==> src/rtl/regfile_pkg.sv <==
// Shared types and helpers for the multi-port register file.
package regfile_pkg;

  localparam int unsigned XLEN_DEF  = 32;
  localparam int unsigned NREGS_DEF = 32;

  typedef enum logic {
    ST_CLEAR = 1'b0,
    ST_RUN   = 1'b1
  } state_e;

  // Bit offset of port `port` within a packed bus of `width`-bit lanes.
  function automatic int unsigned port_lsb(input int unsigned port, input int unsigned width);
    return port * width;
  endfunction

endpackage

==> src/rtl/regfile_rd_port.sv <==
// One registered read port: zero-register check, write bypass, and the
// data/valid/busy output registers.
module regfile_rd_port #(
  parameter int unsigned XLEN = 32,
  parameter int unsigned AW   = 5
) (
  input  logic            clk_i,
  input  logic            rst_i,
  input  logic            rd_en_i,
  input  logic [AW-1:0]   rd_addr_i,
  input  logic [XLEN-1:0] rf_data_i,
  input  logic            busy_next_i,
  input  logic            wr_en_i,
  input  logic [AW-1:0]   wr_addr_i,
  input  logic [XLEN-1:0] wr_data_i,
  output logic [XLEN-1:0] rd_data_o,
  output logic            rd_valid_o,
  output logic            rd_busy_o
);

  logic [XLEN-1:0] rd_data_q, rd_data_d;
  logic            rd_busy_q, rd_busy_d;
  logic            rd_valid_q;

  always_comb begin
    rd_data_d = rd_data_q;
    rd_busy_d = rd_busy_q;
    if (rd_en_i) begin
      if (rd_addr_i == '0)
        rd_data_d = '0;
      else if (wr_en_i && (wr_addr_i == rd_addr_i))
        rd_data_d = wr_data_i;
      else
        rd_data_d = rf_data_i;
      rd_busy_d = busy_next_i;
    end
  end

  always_ff @(posedge clk_i) begin
    if (rst_i) begin
      rd_data_q  <= '0;
      rd_valid_q <= 1'b0;
      rd_busy_q  <= 1'b0;
    end else begin
      rd_data_q  <= rd_data_d;
      rd_valid_q <= rd_en_i;
      rd_busy_q  <= rd_busy_d;
    end
  end

  assign rd_data_o  = rd_data_q;
  assign rd_valid_o = rd_valid_q;
  assign rd_busy_o  = rd_busy_q;

endmodule

==> src/rtl/regfile_mp.sv <==
// Parametrised multi-read-port register file with bypass, zero register,
// busy scoreboard and a sequenced post-reset clear of the storage array.
module regfile_mp
  import regfile_pkg::*;
#(
  parameter int unsigned  XLEN  = XLEN_DEF,
  parameter int unsigned  NREGS = NREGS_DEF,
  parameter int unsigned  NREAD = 2,
  localparam int unsigned AW    = $clog2(NREGS)
) (
  input  logic                  clk,
  input  logic                  rst,
  input  logic [NREAD-1:0]      rd_en,
  input  logic [NREAD*AW-1:0]   rd_addr,
  output logic [NREAD*XLEN-1:0] rd_data,
  output logic [NREAD-1:0]      rd_valid,
  output logic [NREAD-1:0]      rd_busy,
  input  logic                  wr_en,
  input  logic [AW-1:0]         wr_addr,
  input  logic [XLEN-1:0]       wr_data,
  input  logic                  rsv_en,
  input  logic [AW-1:0]         rsv_addr,
  output logic                  init_done
);

  state_e          state_q, state_d;
  logic [AW-1:0]   clr_cnt_q, clr_cnt_d;
  logic            init_done_q, init_done_d;
  logic [NREGS-1:0] busy_q, busy_d;
  logic [XLEN-1:0] regs_q [NREGS];
  logic            run;
  logic            wr_go;

  assign run   = (state_q == ST_RUN);
  assign wr_go = run & wr_en;

  always_comb begin
    state_d     = state_q;
    clr_cnt_d   = clr_cnt_q;
    init_done_d = init_done_q;
    if (!run) begin
      clr_cnt_d = clr_cnt_q + 1'b1;
      if (clr_cnt_q == AW'(NREGS - 1)) begin
        state_d     = ST_RUN;
        init_done_d = 1'b1;
      end
    end
  end

  // Clear-then-set: a same-cycle reservation of the written register is a new producer.
  always_comb begin
    busy_d = busy_q;
    if (wr_go)
      busy_d[wr_addr] = 1'b0;
    if (run && rsv_en && (rsv_addr != '0))
      busy_d[rsv_addr] = 1'b1;
  end

  always_ff @(posedge clk) begin
    if (rst) begin
      state_q     <= ST_CLEAR;
      clr_cnt_q   <= '0;
      init_done_q <= 1'b0;
      busy_q      <= '0;
    end else begin
      state_q     <= state_d;
      clr_cnt_q   <= clr_cnt_d;
      init_done_q <= init_done_d;
      busy_q      <= busy_d;
    end
  end

  // Storage has no reset; the CLEAR walk zeroes one entry per cycle instead.
  always_ff @(posedge clk) begin
    if (!rst) begin
      if (!run)
        regs_q[clr_cnt_q] <= '0;
      else if (wr_go && (wr_addr != '0))
        regs_q[wr_addr] <= wr_data;
    end
  end

  for (genvar p = 0; p < NREAD; p++) begin : g_rd
    localparam int unsigned AL = port_lsb(p, AW);
    localparam int unsigned DL = port_lsb(p, XLEN);
    logic [AW-1:0] addr;
    assign addr = rd_addr[AL +: AW];

    regfile_rd_port #(
      .XLEN (XLEN),
      .AW   (AW)
    ) u_port (
      .clk_i       (clk),
      .rst_i       (rst),
      .rd_en_i     (rd_en[p] & run),
      .rd_addr_i   (addr),
      .rf_data_i   (regs_q[addr]),
      .busy_next_i (busy_d[addr]),
      .wr_en_i     (wr_go),
      .wr_addr_i   (wr_addr),
      .wr_data_i   (wr_data),
      .rd_data_o   (rd_data[DL +: XLEN]),
      .rd_valid_o  (rd_valid[p]),
      .rd_busy_o   (rd_busy[p])
    );
  end

  assign init_done = init_done_q;

endmodule
==> config.mk <==
export PLATFORM = sky130hd
export DESIGN_NAME = regfile_mp
export DESIGN_NICKNAME = d
export VERILOG_FILES = /design/src/rtl/regfile_pkg.sv /design/src/rtl/regfile_rd_port.sv /design/src/rtl/regfile_mp.sv
export SDC_FILE = /design/constraint.sdc
export NUM_CORES = 2
export LEC_CHECK = 0
export BUFFER_PORTS_ARGS = -buffer_cell sky130_fd_sc_hd__buf_4
export CAP_MARGIN = 20
export CORE_MARGIN = 1.5
export CORE_UTILIZATION = 40
export DETAILED_ROUTE_END_ITERATION = 10
export PLACE_DENSITY_LB_ADDON = 0.25
export SKIP_LAST_GASP = 1
export SLEW_MARGIN = 20
export SYNTH_ARGS = -nofsm -noshare
export SYNTH_HDL_FRONTEND = slang
export SYNTH_SLANG_ARGS = --single-unit
export TNS_END_PERCENT = 30
==> constraint.sdc <==
create_clock -name clk -period 6.2 [get_ports clk]
set_input_delay 0.31 -clock clk [delete_from_list [all_inputs] [get_ports clk]]
set_output_delay 0.31 -clock clk [all_outputs]
set_load 0.02 [all_outputs]
-- Yosys cells after proc, flatten, opt, wreduce, memory -nomap -nowiden
Memory sizes are Yosys's and may differ from the RTL's.
Cells that the tools add are included.
- add/sub/neg operators: 1
- order comparisons: 6
- equality and inequality tests: 3
- mux-type cells: 26
- bitwise operators: 7
- reductions and logical operators: 13
- operator list (operator ; count):
    2-to-1 mux 32 bit ; 7
    bitwise AND 32 bit ; 1
    inverter 32 bit ; 1
    OR 32 bit ; 1
    OR reduction 32 bit ; 1
    < comparator 5 x 6 -> 1 bit, second input constant ; 4
    2-to-1 mux 1 bit ; 14
    binary-select mux 1 bit (select 5 bit) ; 2
    demux 1 bit (select 5 bit) ; 2
    equality test 5 bit ; 2
    >= comparator 5 x 1 -> 1 bit, second input constant ; 2
    zero test 5 bit ; 2
    nonzero test 5 bit ; 2
    logical AND 1 bit ; 7
    adder 5 x 1 -> 5 bit, second input constant ; 1
    equality test 5 bit, second input constant ; 1
    2-to-1 mux 5 bit ; 1
    bitwise AND 1 bit ; 3
    AND reduction 2 bit ; 1
    inverter 1 bit ; 1
- flip-flop bits (word level): 107
- RAM bits: 1024
- memories kept: 1
- memory list (memory ; words ; width ; rd ports ; clocked after memory_dff ; write ports ; RTL line ; source):
    regs_q ; 32 ; 32 ; 2 ; 0 ; 1 ; regfile_mp.sv:30 ; logic [XLEN-1:0] regs_q [NREGS];

-- Longest topological paths before layout
- depth after elaboration: 11
- mapped depth: 11
- gate-level depth less buffers: 7

-- By module
Synthesis repeated with hierarchy kept, for this count alone.
- cells, all modules: 2758
- area total of the unflattened synthesis: 53162.2 um^2
- by module, submodules not included (module ; instances ; cells an instance ; area each (um^2) ; seq. area each (um^2)):
    regfile_mp ; 1 ; 2362 ; 49653.9 ; 31530.2
    regfile_rd_port ; 2 ; 198 ; 1754.2 ; 680.7

-- Worst setup path after synthesis
No wires, ideal clock.
- kind: input to register
- start: in wr_addr[4]
- end: mem regs_q[4][0], enable pin
- library setup time: 0.421 ns
- data arrival time: 3.090 ns
- data required time: 5.779 ns
- path slack: 2.689 ns
- stages on the path: 9
- buffers on the path: 2
- cells stage by stage: buf_2 -> or3_1 -> nor3_1 -> nor3_2 -> clkbuf_1 -> nand3b_1 -> o21ai_0 -> nand2_1 -> nor2_1
- word-level cells in the longest chain between the ends: 8
- elaborated cells on any way between the ends: 9
- classes of those cells: mux (6); reduce/logical (3)
- RTL lines (element ; RTL line ; source):
    start, declared ; regfile_mp.sv:19 ; input logic [AW-1:0] wr_addr,
    nonzero test 5 bit ; regfile_mp.sv:78 ; else if (wr_go && (wr_addr != '0))
    logical AND 1 bit ; regfile_mp.sv:78 ;
    2-to-1 mux 1 bit ; regfile_mp.sv:78 ;
    2-to-1 mux 1 bit ; regfile_mp.sv:76 ; if (!run)
    2-to-1 mux 1 bit ; regfile_mp.sv:75 ; if (!rst) begin
    2-to-1 mux 1 bit (not written as such) ; regfile_mp.sv:79 ; regs_q[wr_addr] <= wr_data;
    OR reduction 32 bit (no line) ; - ;
    2-to-1 mux 5 bit (no line) / 2-to-1 mux 1 bit (equally long branches) ; - ;
    end, declared ; regfile_mp.sv:30 ;
Parallel ways exist; a longest one is shown, timed or not.

-- Worst setup path in the final report
- start: reg state_q, in the netlist run
- end: mem regs_q[21][18], enable pin
- word-level cells in the longest chain between the ends: 8
- elaborated cells on any way between the ends: 12
- classes of those cells: mux (9); bitwise (1); reduce/logical (2)
- RTL lines (element ; RTL line ; source):
    start, declared ; regfile_mp.sv:26 ; state_e state_q, state_d;
    start signal, assigned ; regfile_mp.sv:66 ; state_q <= state_d;
    bitwise AND 1 bit ; regfile_mp.sv:35 ; assign wr_go = run & wr_en;
    logical AND 1 bit ; regfile_mp.sv:78 ;
    2-to-1 mux 1 bit ; regfile_mp.sv:78 ;
    2-to-1 mux 1 bit ; regfile_mp.sv:76 ;
    2-to-1 mux 1 bit ; regfile_mp.sv:75 ;
    2-to-1 mux 1 bit (not written as such) ; regfile_mp.sv:79 ;
    OR reduction 32 bit (no line) ; - ;
    2-to-1 mux 5 bit (no line) / 2-to-1 mux 1 bit (equally long branches) ; - ;
Parallel ways exist; a longest one is shown, timed or not.

==> results.json <==
{
  "status": "finished clean",
  "yosys_register_bits": 1131,
  "yosys.area_share.adder": 0.0004697,
  "drtIter0Drc": 4069,
  "wl_met3_mm": 17.02,
  "ir_drop_mv": 0.2590,
  "wl_met1_mm": 68.23,
  "drc": 0,
  "routed_via_density": 6.493,
  "cts_buffer_depth": 3,
  "numPortBuffers": 126,
  "synth_compound_area_frac": 0.07271,
  "num_rows": 133,
  "cts_buffers": 119,
  "drv_slew": 0,
  "drive_above_1_share": 0.2992,
  "fillers": 11150,
  "worst_slack_ns": 1.930,
  "gp_congestion": 0.8992,
  "min_to": "g_rd[0].u_port.rd_data_o[24]",
  "hpwl_mm": 105.5,
  "power_density_nw_per_um2": 274.9,
  "dp_slack_ns": 1.982,
  "clk_latency_ns": 0.75,
  "maxSlewHeadroom": 0.2346,
  "cp.required_ns": 6.62,
  "setup_viol": 0,
  "reg2reg_to": "regs_q[21][18]",
  "die_w_um": 367.9,
  "cts_max_level": 3,
  "top_layer": "met5",
  "fin_crit_sh": 0.6887,
  "yosys.area.top_type": "edfxtp_1",
  "max_cap_viol_count": 0,
  "fin_hold_ws_ns": 0.05917,
  "syn_nets": 3135,
  "hp-start": "wr_data[24]",
  "path_class": "reg -> reg",
  "rsz0062_at_grt": "no",
  "synthArstFlopShare": 0,
  "tns_ns": 0,
  "cts_resized": 0,
  "worst-endpoint-arrival_ns": 4.69,
  "synth-edff-count": 1024,
  "grt_first_pass_wirelength_mm": 243.5,
  "syn_area_per_cell_um2": 17.32,
  "die_y_um": 367.9,
  "period_needed_ns": 4.270,
  "first_pass_iters": 6,
  "fin_skew_ns": 0.04828,
  "ys_warn_count": 0,
  "hp-class": "in -> reg",
  "first_global_vias": 32800,
  "routedWlPerCell_um": 33.72,
  "grt_usage": 0.2507,
  "post-route-util": 0.4622,
  "clock.fmax_mhz": 234.2,
  "wirelength_mm": 171.2,
  "clock-root-buffer": "clkbuf_16",
  "synth_area_um2": 53270,
  "cp-start-kind": "flop",
  "synth_cells": 3075,
  "cts_tree": "done",
  "netlist_top_cells_area": "edfxtp_1, mux4_2, mux2i_1, dfxtp_1, a221oi_1",
  "p_leak_nw": 18.63,
  "reg2regPathDepth": 6,
  "clk_transition_reported_paths_ns": 0.06,
  "worst_pin_slew_ns": 1.145,
  "whs_path_depth": 3,
  "rrSetupSlack_ns": 1.93,
  "syn_to_final_growth_pct": 14.35,
  "grt_max_degree": 130,
  "drtAntennaViolNets": 0,
  "antenna_found_initial": 2,
  "synth_xor_area_frac": 0.001808,
  "synth-main-ff-cell": "edfxtp_1",
  "dieArea_um2": 135400,
  "r2r_start": "run",
  "crit_path_max_fanout": 28,
  "synthSimpleGateAreaFrac": 0.03126,
  "synth_top_family_by_area": "multiplexers",
  "start_util": 0.4042,
  "dr_wl_met2_mm": 79.30,
  "ios": 127,
  "yosysTopAreaCellShare": 0.5772,
  "grt-ovfl-total": 0,
  "synthMuxAreaShare": 0.2505,
  "cp-end-kind": "flop",
  "hold_viol_final": 0,
  "synth_cell_type_count": 66,
  "core_um2": 131800,
  "cts.sinks": 1131,
  "vias": 32970,
  "finish.net_count": 3274,
  "seq_area_frac_synth": 0.6174
}
[routing by layer]
metal / GRT usage / vias to the layer above
met3: 0.05857 / 340
met4: 0.09528 / 2
met1: 0.3471 / 17360
met5: 0 / -
li1: - / 13220
met2: 0.3848 / 2045
[per-stage QoR]
stage	cells	power, mW	area (um^2)
6_report	5077	16.75	60920
5_1_grt	5074	17.16	60910
4_1_cts	5074	16.81	60910
3_5_place_dp	4810	9.585	56520
3_3_place_gp	4796	9.565	56200
2_1_floorplan	3075	9.160	53270
[worst max path at each step]
| stage | start | endpoint | slack (ns) | cells after the start |
|---|---|---|---|---|
| detailed placement | run | regs_q[21][10] | 1.98 | 6 |
| CTS | run | regs_q[21][18] | 1.96 | 6 |
| finish | run | regs_q[21][18] | 1.93 | 6 |
| global placement | run | regs_q[20][26] | 1.92 | 6 |
| floorplan | wr_addr[4] | regs_q[4][0] | 2.69 | 9 |
| global route | run | regs_q[21][18] | 1.65 | 6 |
[cell families (layout without fill, tap and decap cells)]
logic type               after synthesis  in the layout
flip-flops                          1131           1131
multiplexers                         751            751
AO/OA/AOI/OAI                        580            580
AND/OR/NAND/NOR                      348            348
buffers and inverters                252            496
XOR/XNOR                              11             11
adder cells (fa/ha/maj)                2              2
other                                  0              3
[critical path, cell delays in order (launching register included)]
cell	delay [ns]
dfxtp_1	0.85
nand2_1	0.24
nor3_4	0.72
mux2i_1	0.52
nand2_1	0.36
nor2_4	0.86
buf_4	0.38
[repair_timing]
item	in CTS	in global routing
setup buffers	0	0
hold buffers	38	0
hold endpoints to repair	51	0
[cell type report]
type,instances,area (um^2),share of cell area
Antenna cell,3,7.507,0.0001232
Multi-Input combinational cell,1692,19320,0.3172
Tap cell,1755,2196,0.03605
Clock inverter,74,673.1,0.01105
Clock buffer,152,3331,0.05467
Timing Repair Buffer,264,2474,0.04060
Sequential cell,1131,32890,0.5399
Inverter,6,25.02,0.0004108
[synth_stat cells (6+ instances only)]
library cell / instances
edfxtp_1: 1024
mux4_2: 458
mux2i_1: 228
o21ai_0: 143
nor2_1: 134
clkbuf_1: 129
dfxtp_1: 107
a21oi_1: 105
a221oi_1: 94
a22oi_1: 67
nand2_1: 66
o211ai_1: 65
mux2_2: 64
buf_6: 39
nand3_1: 38
buf_2: 36
and2_1: 34
a21o_1: 33
a21boi_0: 31
buf_4: 22
nor2b_1: 22
buf_1: 19
nand2b_1: 12
nand3b_1: 8
nand4_1: 7
o21a_1: 6
xor2_1: 6
[cells in the final DEF (no fill, tap or decap), types with 5 or more instances in the layout]
master         count
a21o_1            33
bufinv_16         10
xnor2_1            5
nand3b_1           8
nand2b_1          11
buf_12            20
mux2i_1          228
clkinv_1          25
a22oi_1           67
mux2_2            64
and2_2            13
nor2b_1           22
clkinv_2          25
and2_1            21
a21oi_1          103
mux4_2           458
buf_16             6
xor2_1             6
clkbuf_1          18
nand2_1           65
clkbuf_16        126
nand4_1            7
o21ai_0          143
a21boi_0          31
edfxtp_1        1024
o211ai_1          65
buf_4            196
nor2_4            34
a221oi_1          94
dlygate4sd3_1     38
dfxtp_1          107
nand3_1           38
o21a_1             6
nor2_1           100
clkbuf_8           8
[registers in the layout (all words and copies together) (netlist names)]
name,flops
busy_q,32
clr_cnt_q,5
g_rd.u_port.rd_busy_o,2
g_rd.u_port.rd_data_o,64
g_rd.u_port.rd_valid_o,2
init_done,1
regs_q,1024
run,1
[power breakdown]
group	switching (mW)	internal (mW)
clock network	3.08	4.20
registers	0.0231	8.24
logic	0.734	0.459
total	3.84	12.9
No activity file was read; power rests on OpenSTA's default activity.
